<file path="config.mk">
export PLATFORM = sky130hd
export DESIGN_NAME = frame_checker_regs
export DESIGN_NICKNAME = d
export VERILOG_FILES = /design/src/rtl/packet_filter_pkg.sv /design/src/rtl/frame_checker_regs.sv
export SDC_FILE = /design/constraint.sdc
export NUM_CORES = 1
export LEC_CHECK = 0
export BUFFER_PORTS_ARGS = -buffer_cell sky130_fd_sc_hd__buf_2
export CORE_MARGIN = 2
export CORE_UTILIZATION = 54
export DETAILED_ROUTE_END_ITERATION = 6
export MAX_ROUTING_LAYER = met4
export PLACE_DENSITY_LB_ADDON = 0.2
export SLEW_MARGIN = 0
export SYNTH_ARGS = -nofsm -noshare
export SYNTH_HDL_FRONTEND = slang
export SYNTH_SLANG_ARGS = --single-unit
</file>
<file path="constraint.sdc">
create_clock -name clk -period 6.6 [get_ports clk]
set_clock_uncertainty 0.05 [all_clocks]
set_input_delay 0.66 -clock clk [delete_from_list [all_inputs] [get_ports clk]]
set_output_delay 0.66 -clock clk [all_outputs]
set_load 0.03 [all_outputs]
</file>
<file path="src/rtl/packet_filter_pkg.sv">
// packet_filter_pkg: shared states, error codes, register addresses and preamble constants
package packet_filter_pkg;
    typedef enum logic [1:0] {ST_PREAMBLE, ST_HEADER, ST_PAYLOAD, ST_DROP} state_t;
    localparam logic [2:0] ERR_NONE = 3'd0;
    localparam logic [2:0] ERR_PREAMBLE = 3'd1;
    localparam logic [2:0] ERR_RUNT = 3'd2;
    localparam logic [2:0] ERR_LONG = 3'd3;
    localparam logic [2:0] ERR_LEN = 3'd4;
    localparam logic [15:0] PREAMBLE_WORD = 16'hAAAA;
    localparam logic [15:0] SFD_WORD = 16'hAAAB;
    localparam int ADDR_SRC = 6;
    localparam int ADDR_LEN = 12;
    localparam int ADDR_TYPE = 14;
    localparam int ADDR_CSUM = 16;
    localparam int ADDR_GOOD = 20;
    localparam int ADDR_ERR = 21;
    localparam int ADDR_LAST_ERR = 22;
    localparam int ADDR_STATUS = 23;
    localparam logic [7:0] ADDR_CTRL = 8'd24;
endpackage

</file>
<file path="src/rtl/frame_checker_regs.sv">
// frame_checker_regs: Avalon register file with visible frame fields, counters, pause and clear
// Ports: clk/reset; Avalon chipselect/read/write/address/writedata/readdata;
//        pause (ctrl bit0); busy from the parser; good_evt/err_evt/err_code frame outcome;
//        dst/src/len/typ/csum working values copied on good_evt.
module frame_checker_regs
    import packet_filter_pkg::*;
(
    input  logic             clk,
    input  logic             reset,
    input  logic             chipselect,
    input  logic             read,
    input  logic             write,
    input  logic [7:0]       address,
    input  logic [7:0]       writedata,
    output logic [7:0]       readdata,
    output logic             pause,
    input  logic             busy,
    input  logic             good_evt,
    input  logic             err_evt,
    input  logic [2:0]       err_code,
    input  logic [5:0][7:0]  dst,
    input  logic [5:0][7:0]  src,
    input  logic [15:0]      len,
    input  logic [1:0][7:0]  typ,
    input  logic [31:0]      csum
);
    logic [5:0][7:0] dst_v, src_v;
    logic [15:0] len_v;
    logic [1:0][7:0] typ_v;
    logic [31:0] csum_v;
    logic [7:0] good_cnt, err_cnt, last_err;
    logic [7:0] map [0:24];
    logic wr_ctrl, clr;
    logic unused_wdata;
    assign unused_wdata = ^writedata[7:2];
    assign wr_ctrl = chipselect && write && address == ADDR_CTRL;
    assign clr = wr_ctrl && writedata[1];
    always_comb begin
        for (int i = 0; i < 6; i++) begin
            map[i] = dst_v[i];
            map[i + ADDR_SRC] = src_v[i];
        end
        map[ADDR_LEN] = len_v[7:0];
        map[ADDR_LEN + 1] = len_v[15:8];
        map[ADDR_TYPE] = typ_v[0];
        map[ADDR_TYPE + 1] = typ_v[1];
        for (int i = 0; i < 4; i++) map[ADDR_CSUM + i] = csum_v[8*i +: 8];
        map[ADDR_GOOD] = good_cnt;
        map[ADDR_ERR] = err_cnt;
        map[ADDR_LAST_ERR] = last_err;
        map[ADDR_STATUS] = {6'b0, pause, busy};
        map[24] = {7'b0, pause};
    end
    always_ff @(posedge clk or posedge reset) begin
        if (reset) begin
            dst_v <= '0;
            src_v <= '0;
            len_v <= '0;
            typ_v <= '0;
            csum_v <= '0;
            good_cnt <= '0;
            err_cnt <= '0;
            last_err <= '0;
            pause <= 1'b0;
            readdata <= '0;
        end else begin
            if (wr_ctrl) pause <= writedata[0];
            if (good_evt) begin
                dst_v <= dst;
                src_v <= src;
                len_v <= len;
                typ_v <= typ;
                csum_v <= csum;
            end
            // clear beats a coincident frame outcome
            if (clr) good_cnt <= '0;
            else if (good_evt && good_cnt != 8'hFF) good_cnt <= good_cnt + 8'd1;
            if (clr) begin
                err_cnt <= '0;
                last_err <= '0;
            end else if (err_evt) begin
                err_cnt <= err_cnt == 8'hFF ? err_cnt : err_cnt + 8'd1;
                last_err <= {5'b0, err_code};
            end
            readdata <= (chipselect && read && address <= ADDR_CTRL) ? map[address[4:0]] : 8'd0;
        end
    end
endmodule

</file>
==> results of run 1 <==
[worst min-delay path by stage]
| stage | start | endpoint | slack [ns] | cells past startpoint |
|---|---|---|---|---|
| 2_1_floorplan | good_cnt[6] | good_cnt[6] | 0.41 | 1 |
| 3_3_place_gp | len_v[15] | len_v[15] | 0.43 | 1 |
| 3_5_place_dp | dst_v[7] | dst_v[7] | 0.44 | 1 |
| 4_1_cts | reset | csum_v[22] | 0.30 | 2 |
| 5_1_grt | reset | map[80] | 0.34 | 2 |
| 6_report | reset | csum_v[12] | 0.25 | 2 |
[power by group]
part | total [mW] | switching, mW | internal, mW
combinational | 0.457 | 0.205 | 0.252
sequential | 1.40 | 0.112 | 1.29
clock | 1.09 | 0.446 | 0.645
[metrics by stage]
step / power, mW / cell area, sq um / utilization, % / hold WS [ns] / instances
final: 2.95 / 10500 / 65.9 / 0.248 / 1021
after global routing: 3.08 / 10500 / 65.9 / 0.339 / 1021
after CTS: 2.97 / 10500 / 65.8 / 0.305 / 1016
after detailed placement: 1.88 / 9820 / 61.8 / 0.440 / 984
after global placement: 1.85 / 9820 / 61.8 / 0.433 / 984
after floorplan: 1.72 / 8750 / - / 0.409 / 616
[cells in the final DEF, fill, tap and decap left out, types with 3 or more instances in the layout]
cell          n
or2_2         3
mux4_1        5
a31oi_1       5
clkinv_2      3
xor2_1        3
nand4_1       3
buf_4         4
a22oi_1       9
nor3_1        6
o21ai_0       7
and3_1        3
mux2_2      166
clkbuf_16    17
inv_1         7
o221ai_1      5
nor2b_1       8
buf_2       187
a21oi_1      10
nand2_1       9
nand3_1      11
a211oi_1      3
diode_2       5
xnor2_1       3
o211ai_1      3
bufinv_16     4
nor2_1       24
mux4_2       24
dfrtp_1     188
clkinvlp_4    3
a21o_1        4
mux2i_1      41
[flip-flops by register name, summed over array words and instances (netlist names), 3 cells and up]
signal	cells
csum_v	32
dst_v	48
err_cnt	8
good_cnt	8
last_err	3
len_v	16
map	64
readdata	8
[cell families (layout without fill, tap and decap cells)]
family	Yosys count	after routing
compound gates	57	57
xor+xnor	6	6
fa+ha+maj	2	2
buf+inv	48	232
flops	188	188
mux	236	236
other cells	0	5
simple gates	79	79
[layout make-up]
cell class	count	area (sq um)	share of cell area, %
repair buffers	192	977	9.34
flip-flops and latches	188	4700	45.0
diodes	5	12.5	0.120
clock inverters	14	193	1.84
multi-input cells	380	3830	36.6
inverters	8	37.5	0.359
clock buffers	18	439	4.20
well taps	216	270	2.58
[layer usage]
| layer | wire [um] | vias up | track usage, % | part of all wire (%) |
|---|---|---|---|---|
| met5 | 0 | - | - | 0 |
| met4 | 489 | 0 | 9.48 | 2.4 |
| met3 | 1370 | 36 | 7.10 | 6.8 |
| met2 | 10000 | 204 | 39.7 | 50 |
| met1 | 8150 | 2899 | 30.4 | 41 |
| li1 | - | 2640 | - | - |
==> flow_summary_export.csv, run 1 <==
group,metric,value,unit
drt,ant_nets,0,
yosys,synth-simple-area-share,4.60,%
drt,first_iter_violations,385,
setup_path,arrival,2.84,ns
setup_path,criticalPathCategory,"input port to flop",
placement,dp_hpwl,14.1,mm
drt,drt-pass1-iter-count,5,
drt,wl_per_cell,19.6,um
yosys,synth_nets,805,
sta,fmax,387,MHz
yosys,synthCells,616,
clock_network,clk_latency,0.44,ns
yosys,synth_top_family_by_area,"multiplexers",
layout,nNetsFinal,976,
yosys,syn_area,8750,sq um
yosys,ys_ff_latch,188,
clock_network,cts_root_buf,"clkbuf_16",
sta,period_share,39.2,%
power,p_per_area,282,nW/um^2
power,p_leak,4.72,nW
clock_network,hold_buffers,0,
die,die_area,17200,sq um
setup_path,endpoint,"readdata[0]",
global_route,grt.overflow.total,0,
yosys,synth-adder-area-share,0.286,%
sta,max-slew-margin-rel,27.4,%
yosys,syn_area_per_cell,14.2,sq um
drt,viasPerCell,5.66,
yosys,synth_compound_area_share,4.53,%
clock_network,clk_pin_slew_worst_paths,0.07,ns
global_route,grt_max_degree,103,
placement,io_buffers,189,
setup_path,r2r_start,"err_cnt[0]",
yosys,synth-main-ff-cell,"dfrtp_1",
yosys,synth-xor-area-share,0.600,%
sta,fin_setup_tns,0,ns
global_route,grt_antenna_before_repair,5,
yosys,netlist.area_leader.share,53.7,%
yosys,synth_mux_area_share,33.7,%
drt,vias,5779,
yosys,yosys.cell_count.top_type,"dfrtp_1",
layout,fillCellCount,1216,
die,fp.dieH,131,um
setup_path,cpMaxStageDelayCell,"buf_4",
global_route,grt_usage,24.9,%
clock_network,ctsResizeCount,0,
yosys,synth_edf_count,0,
yosys,synth_cell_types,47,
setup_path,cp_common_cell,"mux4_2",
drt,drc,0,
global_route,grt_pass1_wl,32.3,mm
yosys,async_flop_share,100,%
sta,worst_slew_pin_slew,1.09,ns
setup_path,startpoint_type,"input port",
sta,rsz0062_at_grt,"no",
setup_path,worst-r2r-cell-count,5,
setup_path,crit_start,"address[1]",
setup_path,cp_num_cells,5,
die,dieWidth,131,um
layout,final_layout_size_suffix_gt1_share,52.5,%
placement,preCtsSetupSlack,3.58,ns
job,max_cap_viol_count,0,
setup_path,path_cells,"buf_4 > mux4_2 > mux4_2 > o2bb2ai_1 > nor3_1",
yosys,synth.top_cells.by_area,"dfrtp_1, mux2_2, mux4_2",
setup_path,r2r_setup_slack,4.61,ns
global_route,grt_pass1_vias,6204,
yosys,ys_warn_count,0,
clock_network,cts_tree,"yes",
setup_path,cp_data_required_time,6.85,ns
die,num_rows,46,
sta,drv_slew,0,
setup_path,r2r-end,"err_cnt[1]",
setup_path,cp_max_fo,61,
yosys,synth_top_cells_by_count,"dfrtp_1, mux2_2, mux2i_1",
die,num_io_pins,196,
sta,fin_ws,4.01,ns
power,vdd_drop_max,0.000179,V
clock_network,htreeDepth,4,
die,core-area,15900,sq um
layout,area_growth,19.5,%
drt,routed_wl,20.1,mm
setup_path,critPathMaxStageDelay,0.74,ns
sta,fin_crit,2.59,ns
min_path,min_path_type,"input port to async pin",
die,start_util,55.1,%
setup_path,cpLargestDelayFamily,"multiplexers",
sta,setup_viol,0,
yosys,seq_area_frac_synth,53.7,%
yosys,synth_top_area_cell,"dfrtp_1",
sta,final-hold-violation-count,0,
placement,place.gp.congestion,0.911,
setup_path,critPathCaptureType,"flop",
clock_network,cts_buffer_depth,2,
setup_path,cp_num_buf_inv,1,
clock_network,cts.sinks,188,
clock_network,post-cts-setup-buffers,0,
outcome,status,"finished, final reports clean",
clock_network,cts_buffers,17,
No activity file was read; power rests on OpenSTA's default activity.
==> inputs of run 2 (changes only) <==
--- a/config.mk
+++ b/config.mk
@@ -7,7 +7,7 @@
 export LEC_CHECK = 0
 export BUFFER_PORTS_ARGS = -buffer_cell sky130_fd_sc_hd__buf_2
 export CORE_MARGIN = 2
-export CORE_UTILIZATION = 54
+export CORE_UTILIZATION = 49
 export DETAILED_ROUTE_END_ITERATION = 6
 export MAX_ROUTING_LAYER = met4
 export PLACE_DENSITY_LB_ADDON = 0.2
==> constraint.sdc (replaced) <==
create_clock -name clk -period 2.1 [get_ports clk]
set_clock_uncertainty 0.05 [all_clocks]
set_input_delay 0.21 -clock clk [delete_from_list [all_inputs] [get_ports clk]]
set_output_delay 0.21 -clock clk [all_outputs]
set_load 0.03 [all_outputs]
==> run 2 against run 1 <==
Clock-buffer cell count unchanged. Routed wire length up 17%. Clock power rose to 3.1 times the previous value. Worst setup slack worse by 3.8 ns. Sequential cell count unchanged. Die area up 9.9%. Register-to-register slack worse by 4.3 ns. Global-route usage up 1.8 points. Hold slack worse by 0.22 ns. Sequential share of layout area down 6.8 points. First-iteration DRC count down 4.4%. Via count up 14%.
==> flow_summary_export.csv, run 2 (same netlist as run 1, synthesis figures left out) <==
group,metric,value,unit
min_path,hp-start,"err_code[2]",
global_route,busiest_layer,"met2",
clock_network,cts_buffers,17,
clock_network,cts_tree,"yes",
clock_network,htreeDepth,4,
power,power,9.50,mW
layout,design_area,12300,sq um
power,vdd_drop_max,0.000794,V
setup_path,cp_max_fo,5,
global_route,grt_use_met1,31.8,%
drt,ant_nets,0,
die,num_io_pins,196,
global_route,grt_usage,26.7,%
layout,final_common_cell,"dfrtp_1",
global_route,grt_antenna_before_repair,0,
layout,area_growth,40.8,%
global_route,grt.overflow.total,0,
clock_network,clk_pin_slew_worst_paths,0.07,ns
sta,setup_viol,0,
job,max_cap_viol_count,0,
clock_network,cts_root_buf,"clkbuf_16",
drt,viasPerCell,5.44,
setup_path,arrival,2.08,ns
layout,nNetsFinal,1159,
sta,max-slew-margin-rel,63.9,%
layout,final_layout_size_suffix_gt1_share,44.8,%
min_path,min_path_type,"input port to flop",
setup_path,r2r_start,"err_cnt[0]",
sta,final-hold-violation-count,0,
min_path,min_to,"last_err[2]",
min_path,min_path_cells,3,
global_route,grt_pass1_vias,7195,
setup_path,r2r_setup_slack,0.26,ns
die,fp.dieH,138,um
placement,place_area,10100,sq um
setup_path,worst-r2r-cell-count,4,
sta,rsz0062_at_grt,"no",
power,p_per_area,771,nW/um^2
die,core-area,17400,sq um
clock_network,hold_buffers,163,
drt,first_iter_violations,368,
placement,dp.cells,1013,
layout,layout_common_cells,"dfrtp_1, buf_2, mux2_2",
layout,n_antenna_cell,0,
layout,largest_register_ffs,64,
sta,fin_crit,1.84,ns
drt,drt-pass1-iter-count,4,
placement,io_buffers,189,
setup_path,startpoint_type,"flop",
sta,fin_ws,0.264,ns
global_route,grt_use_met3,5.63,%
die,num_rows,48,
placement,place.gp.congestion,0.856,
power,p_leak,5.52,nW
global_route,grt_max_degree,73,
drt,vias,6577,
drt,wl_per_cell,19.5,um
clock_network,cts_buffer_depth,2,
drt,drc,0,
layout,final_cells,1208,
drt,routed_wl,23.5,mm
die,die_area,19000,sq um
setup_path,critPathCaptureType,"flop",
global_route,grt_pass1_wl,36.9,mm
sta,worst_slew_pin_slew,0.534,ns
placement,dp_hpwl,15.7,mm
outcome,status,"finished, final reports clean",
setup_path,r2r-end,"readdata[0]",
setup_path,cp_data_required_time,2.35,ns
clock_network,cts.sinks,188,
die,dieWidth,138,um
clock_network,post-cts-setup-buffers,0,
die,start_util,50.4,%
clock_network,clk_latency,0.42,ns
global_route,grt_use_met2,45.6,%
layout,final_core_util,71.0,%
sta,period_share,87.4,%
placement,preCtsSetupSlack,0.136,ns
sta,fmax,545,MHz
setup_path,criticalPathCategory,"flop to flop",
clock_network,ctsResizeCount,0,
sta,drv_slew,0,
## run 2: critical path, stage by stage (launching register included)
cell	delay [ns]
dfrtp_1	0.44
mux4_1	0.53
mux4_2	0.49
o2bb2ai_1	0.15
nor3_1	0.05
## run 2: metrics by stage
stage	hold WS [ns]	TNS, ns
4_1_cts	0.0234	0
3_5_place_dp	0.183	0
2_1_floorplan	0.310	-109.13
5_1_grt	0.0206	0
6_report	0.0257	0
3_3_place_gp	0.183	0
## run 2: worst max-delay path by stage
stage                from          end  slack [ns]
6_report       err_cnt[0]  readdata[0]        0.26
5_1_grt        err_cnt[0]  readdata[0]        0.22
4_1_cts        err_cnt[0]  readdata[0]        0.27
3_5_place_dp   address[0]  readdata[0]        0.14
3_3_place_gp   address[0]  readdata[0]        0.13
2_1_floorplan       reset    csum_v[0]       -0.58
## run 2: layout make-up
type                    instances  area, sq um
repair buffers                375         2870
flip-flops and latches        188         4700
well taps                     225          282
inverters                       8         33.8
clock buffers                  18          439
fillers                      1150         5030
multi-input cells             380         3830
clock inverters                14          168
## run 2: power breakdown
part           total [mW]  switching [mW]  internal, mW  leakage [nW]
logic                1.75           0.720          1.03          3.00
clock network        3.33            1.42          1.91         0.292
registers            4.42           0.356          4.06          2.23
total                9.50            2.50          7.00          5.52
## run 2: per-layer routing
metal  up-vias  share of wire, %
met3        45               4.8
met2       214                53
li1       2995                 -
met1      3323                40
met4         0               2.5
met5         -                 0
==> inputs of run 3 (changes only) <==
--- a/config.mk
+++ b/config.mk
@@ -6,8 +6,8 @@
 export NUM_CORES = 1
 export LEC_CHECK = 0
 export BUFFER_PORTS_ARGS = -buffer_cell sky130_fd_sc_hd__buf_2
-export CORE_MARGIN = 2
-export CORE_UTILIZATION = 49
+export CORE_MARGIN = 5
+export CORE_UTILIZATION = 59
 export DETAILED_ROUTE_END_ITERATION = 6
 export MAX_ROUTING_LAYER = met4
 export PLACE_DENSITY_LB_ADDON = 0.2
==> constraint.sdc (replaced) <==
create_clock -name clk -period 2.23 [get_ports clk]
set_clock_uncertainty 0.05 [all_clocks]
set_input_delay 0.223 -clock clk [delete_from_list [all_inputs] [get_ports clk]]
set_output_delay 0.223 -clock clk [all_outputs]
set_load 0.03 [all_outputs]
==> run 3 against run 2 <==
Sequential share of layout area is 0.63 points higher. Critical path depth stayed put. Clock-buffer cell count stayed put. Register-to-register slack better by 0.12 ns. Non-clock buffer count is 6 lower. Combinational power is 4% lower. Total power is 7.8% lower. Hold slack worse by 0.012 ns. Maximum frequency is 0.74% lower.
==> flow_summary_export.csv, run 3 (same netlist as run 1, synthesis figures left out) <==
group,metric,value,unit
drt,wl_per_cell,22.8,um
drt,vias,6823,
power,p_clk_share,33.2,%
layout,final_cells,1163,
die,fp.dieH,132,um
placement,dp.cells,967,
global_route,grt_use_met1,36.4,%
layout,final_layout_size_suffix_gt1_share,44.3,%
clock_network,cts_root_buf,"clkbuf_16",
power,seq_power_share,47.6,%
sta,final-hold-violation-count,0,
die,start_util,60.2,%
setup_path,cp_num_buf_inv,0,
placement,io_buffers,189,
global_route,grt_pass1_vias,7641,
power,netSwitchingFraction,27.8,%
clock_network,ctsResizeCount,0,
setup_path,cp_max_fo,5,
clock_network,clk_pin_slew_worst_paths,0.07,ns
setup_path,critPathCaptureType,"flop",
clock_network,htreeDepth,4,
die,die_area,17400,sq um
layout,area_growth,38.5,%
global_route,grt_pass1_wl,42.1,mm
setup_path,path_cells,"mux4_1 > mux4_2 > o2bb2ai_1 > nor3_1",
clock_network,post-cts-setup-buffers,0,
sta,period_share,82.9,%
setup_path,cp_data_required_time,2.48,ns
clock_network,cts.sinks,188,
layout,final_common_cell,"dfrtp_1",
clock_network,cts_buffers,17,
setup_path,arrival,2.10,ns
min_path,min_path_type,"input port to flop",
drt,first_iter_violations,517,
drt,ant_nets,0,
sta,max-slew-margin-rel,47.3,%
clock_network,cts_tree,"yes",
drt,drc,0,
layout,nNetsFinal,1153,
global_route,busiest_layer,"met2",
power,p_per_area,723,nW/um^2
power,p_leak,5.44,nW
clock_network,cts_buffer_depth,2,
global_route,grt_use_met2,54.6,%
die,num_rows,44,
sta,fin_setup_tns,0,ns
layout,fillCellCount,750,
sta,fin_crit,1.85,ns
setup_path,critPathMaxStageDelay,0.51,ns
global_route,grt.overflow.total,0,
sta,drv_slew,0,
job,max_cap_viol_count,0,
placement,dp_hpwl,15.3,mm
placement,place.gp.congestion,0.884,
layout,layout_common_cells,"dfrtp_1, buf_2, mux2_2",
outcome,status,"finished, final reports clean",
sta,fmax,541,MHz
setup_path,criticalPathCategory,"flop to flop",
die,dieWidth,132,um
setup_path,cpLargestDelayFamily,"multiplexers",
global_route,grt_usage,32.4,%
setup_path,startpoint_type,"flop",
clock_network,clk_latency,0.44,ns
power,vdd_drop_max,0.000594,V
drt,routed_wl,26.5,mm
die,core-area,14500,sq um
global_route,grt_antenna_before_repair,4,
setup_path,cpMaxStageDelayCell,"mux4_1",
layout,largest_register_ffs,64,
sta,rsz0062_at_grt,"no",
sta,hold-worst-slack,0.0133,ns
power,switchingPower,2.44,mW
drt,drt-pass1-iter-count,6,
power,p_int,6.32,mW
global_route,grt_max_degree,139,
drt,viasPerCell,5.87,
global_route,grt_use_met3,7.10,%
die,num_io_pins,196,
sta,setup_viol,0,
power,combinationalPowerShare,19.1,%
sta,worst_slew_pin_slew,0.791,ns
run 3: cell count changes in the layout (fill, tap and decap cells not counted):
| cell | delta |
|---|---|
| clkbuf_8 | -1 |
| diode_2 | +4 |
| clkinv_4 | +1 |
| buf_4 | -1 |
| bufinv_16 | -2 |
| clkinv_2 | -2 |
| dlygate4sd3_1 | -1 |
| buf_12 | -4 |
| clkinvlp_4 | -1 |
| clkbuf_1 | +1 |
| inv_6 | +2 |
run 3: worst paths after layout:
check	start	to	slack, ns	depth (start not counted)
max	err_cnt[0]	readdata[0]	0.38	4
min	err_code[0]	last_err[0]	0.01	3
max reg2reg	err_cnt[0]	readdata[0]	0.38	4
min reg2reg	dst_v[15]	dst_v[15]	0.45	1
max in group asynchronous	reset	dst_v[19]	1.04	4
min in group asynchronous	reset	csum_v[4]	0.46	4
run 3: per-stage QoR:
step	cell area, sq um	setup slack [ns]	total power [mW]	util [%]
after detailed placement	9950	0.135	5.61	68.5
after global placement	9950	0.176	5.51	68.5
after CTS	12100	0.367	8.67	83.3
final	12100	0.380	8.76	83.4
after global routing	12100	0.317	9.11	83.4
after floorplan	8760	-0.463	5.10	-
run 3: metal layers:
layer | share of wire [%] | routed length [um]
met4 | 5.3 | 1420
met1 | 36 | 9660
met3 | 5.5 | 1460
met2 | 53 | 14000
met5 | 0 | 0
run 3: power groups by stage:
stage / sequential, mW / clock (mW) / combinational, mW
6_report: 4.17 / 2.91 / 1.68
2_1_floorplan: 4.10 / 0 / 0.996
5_1_grt: 4.22 / 3.08 / 1.82
3_3_place_gp: 4.17 / 0 / 1.34
4_1_cts: 4.14 / 2.89 / 1.63
3_5_place_dp: 4.20 / 0 / 1.41
run 3: cell type report:
type,instances,area (sq um),area share (%)
Tap cell,184,230,1.90
Timing Repair Buffer,369,2770,22.9
Inverter,8,33.8,0.279
Sequential cell,188,4700,38.8
Multi-Input combinational cell,380,3830,31.6
Clock buffer,18,429,3.54
Clock inverter,12,116,0.960
Antenna cell,4,10.0,0.0825
run 3: timing repair:
item	in CTS	in global routing
setup endpoints to repair	0	0
hold buffers	161	1
endpoints found under the hold margin	212	1
run 3: worst reg2reg max path, delay by kind of cell, from the launching register on:
family	cells	cell delay, ns
flip-flops	1	0.43
multiplexers	2	1.02
AND/OR/NAND/NOR	1	0.06
AO/OA/AOI/OAI	1	0.17
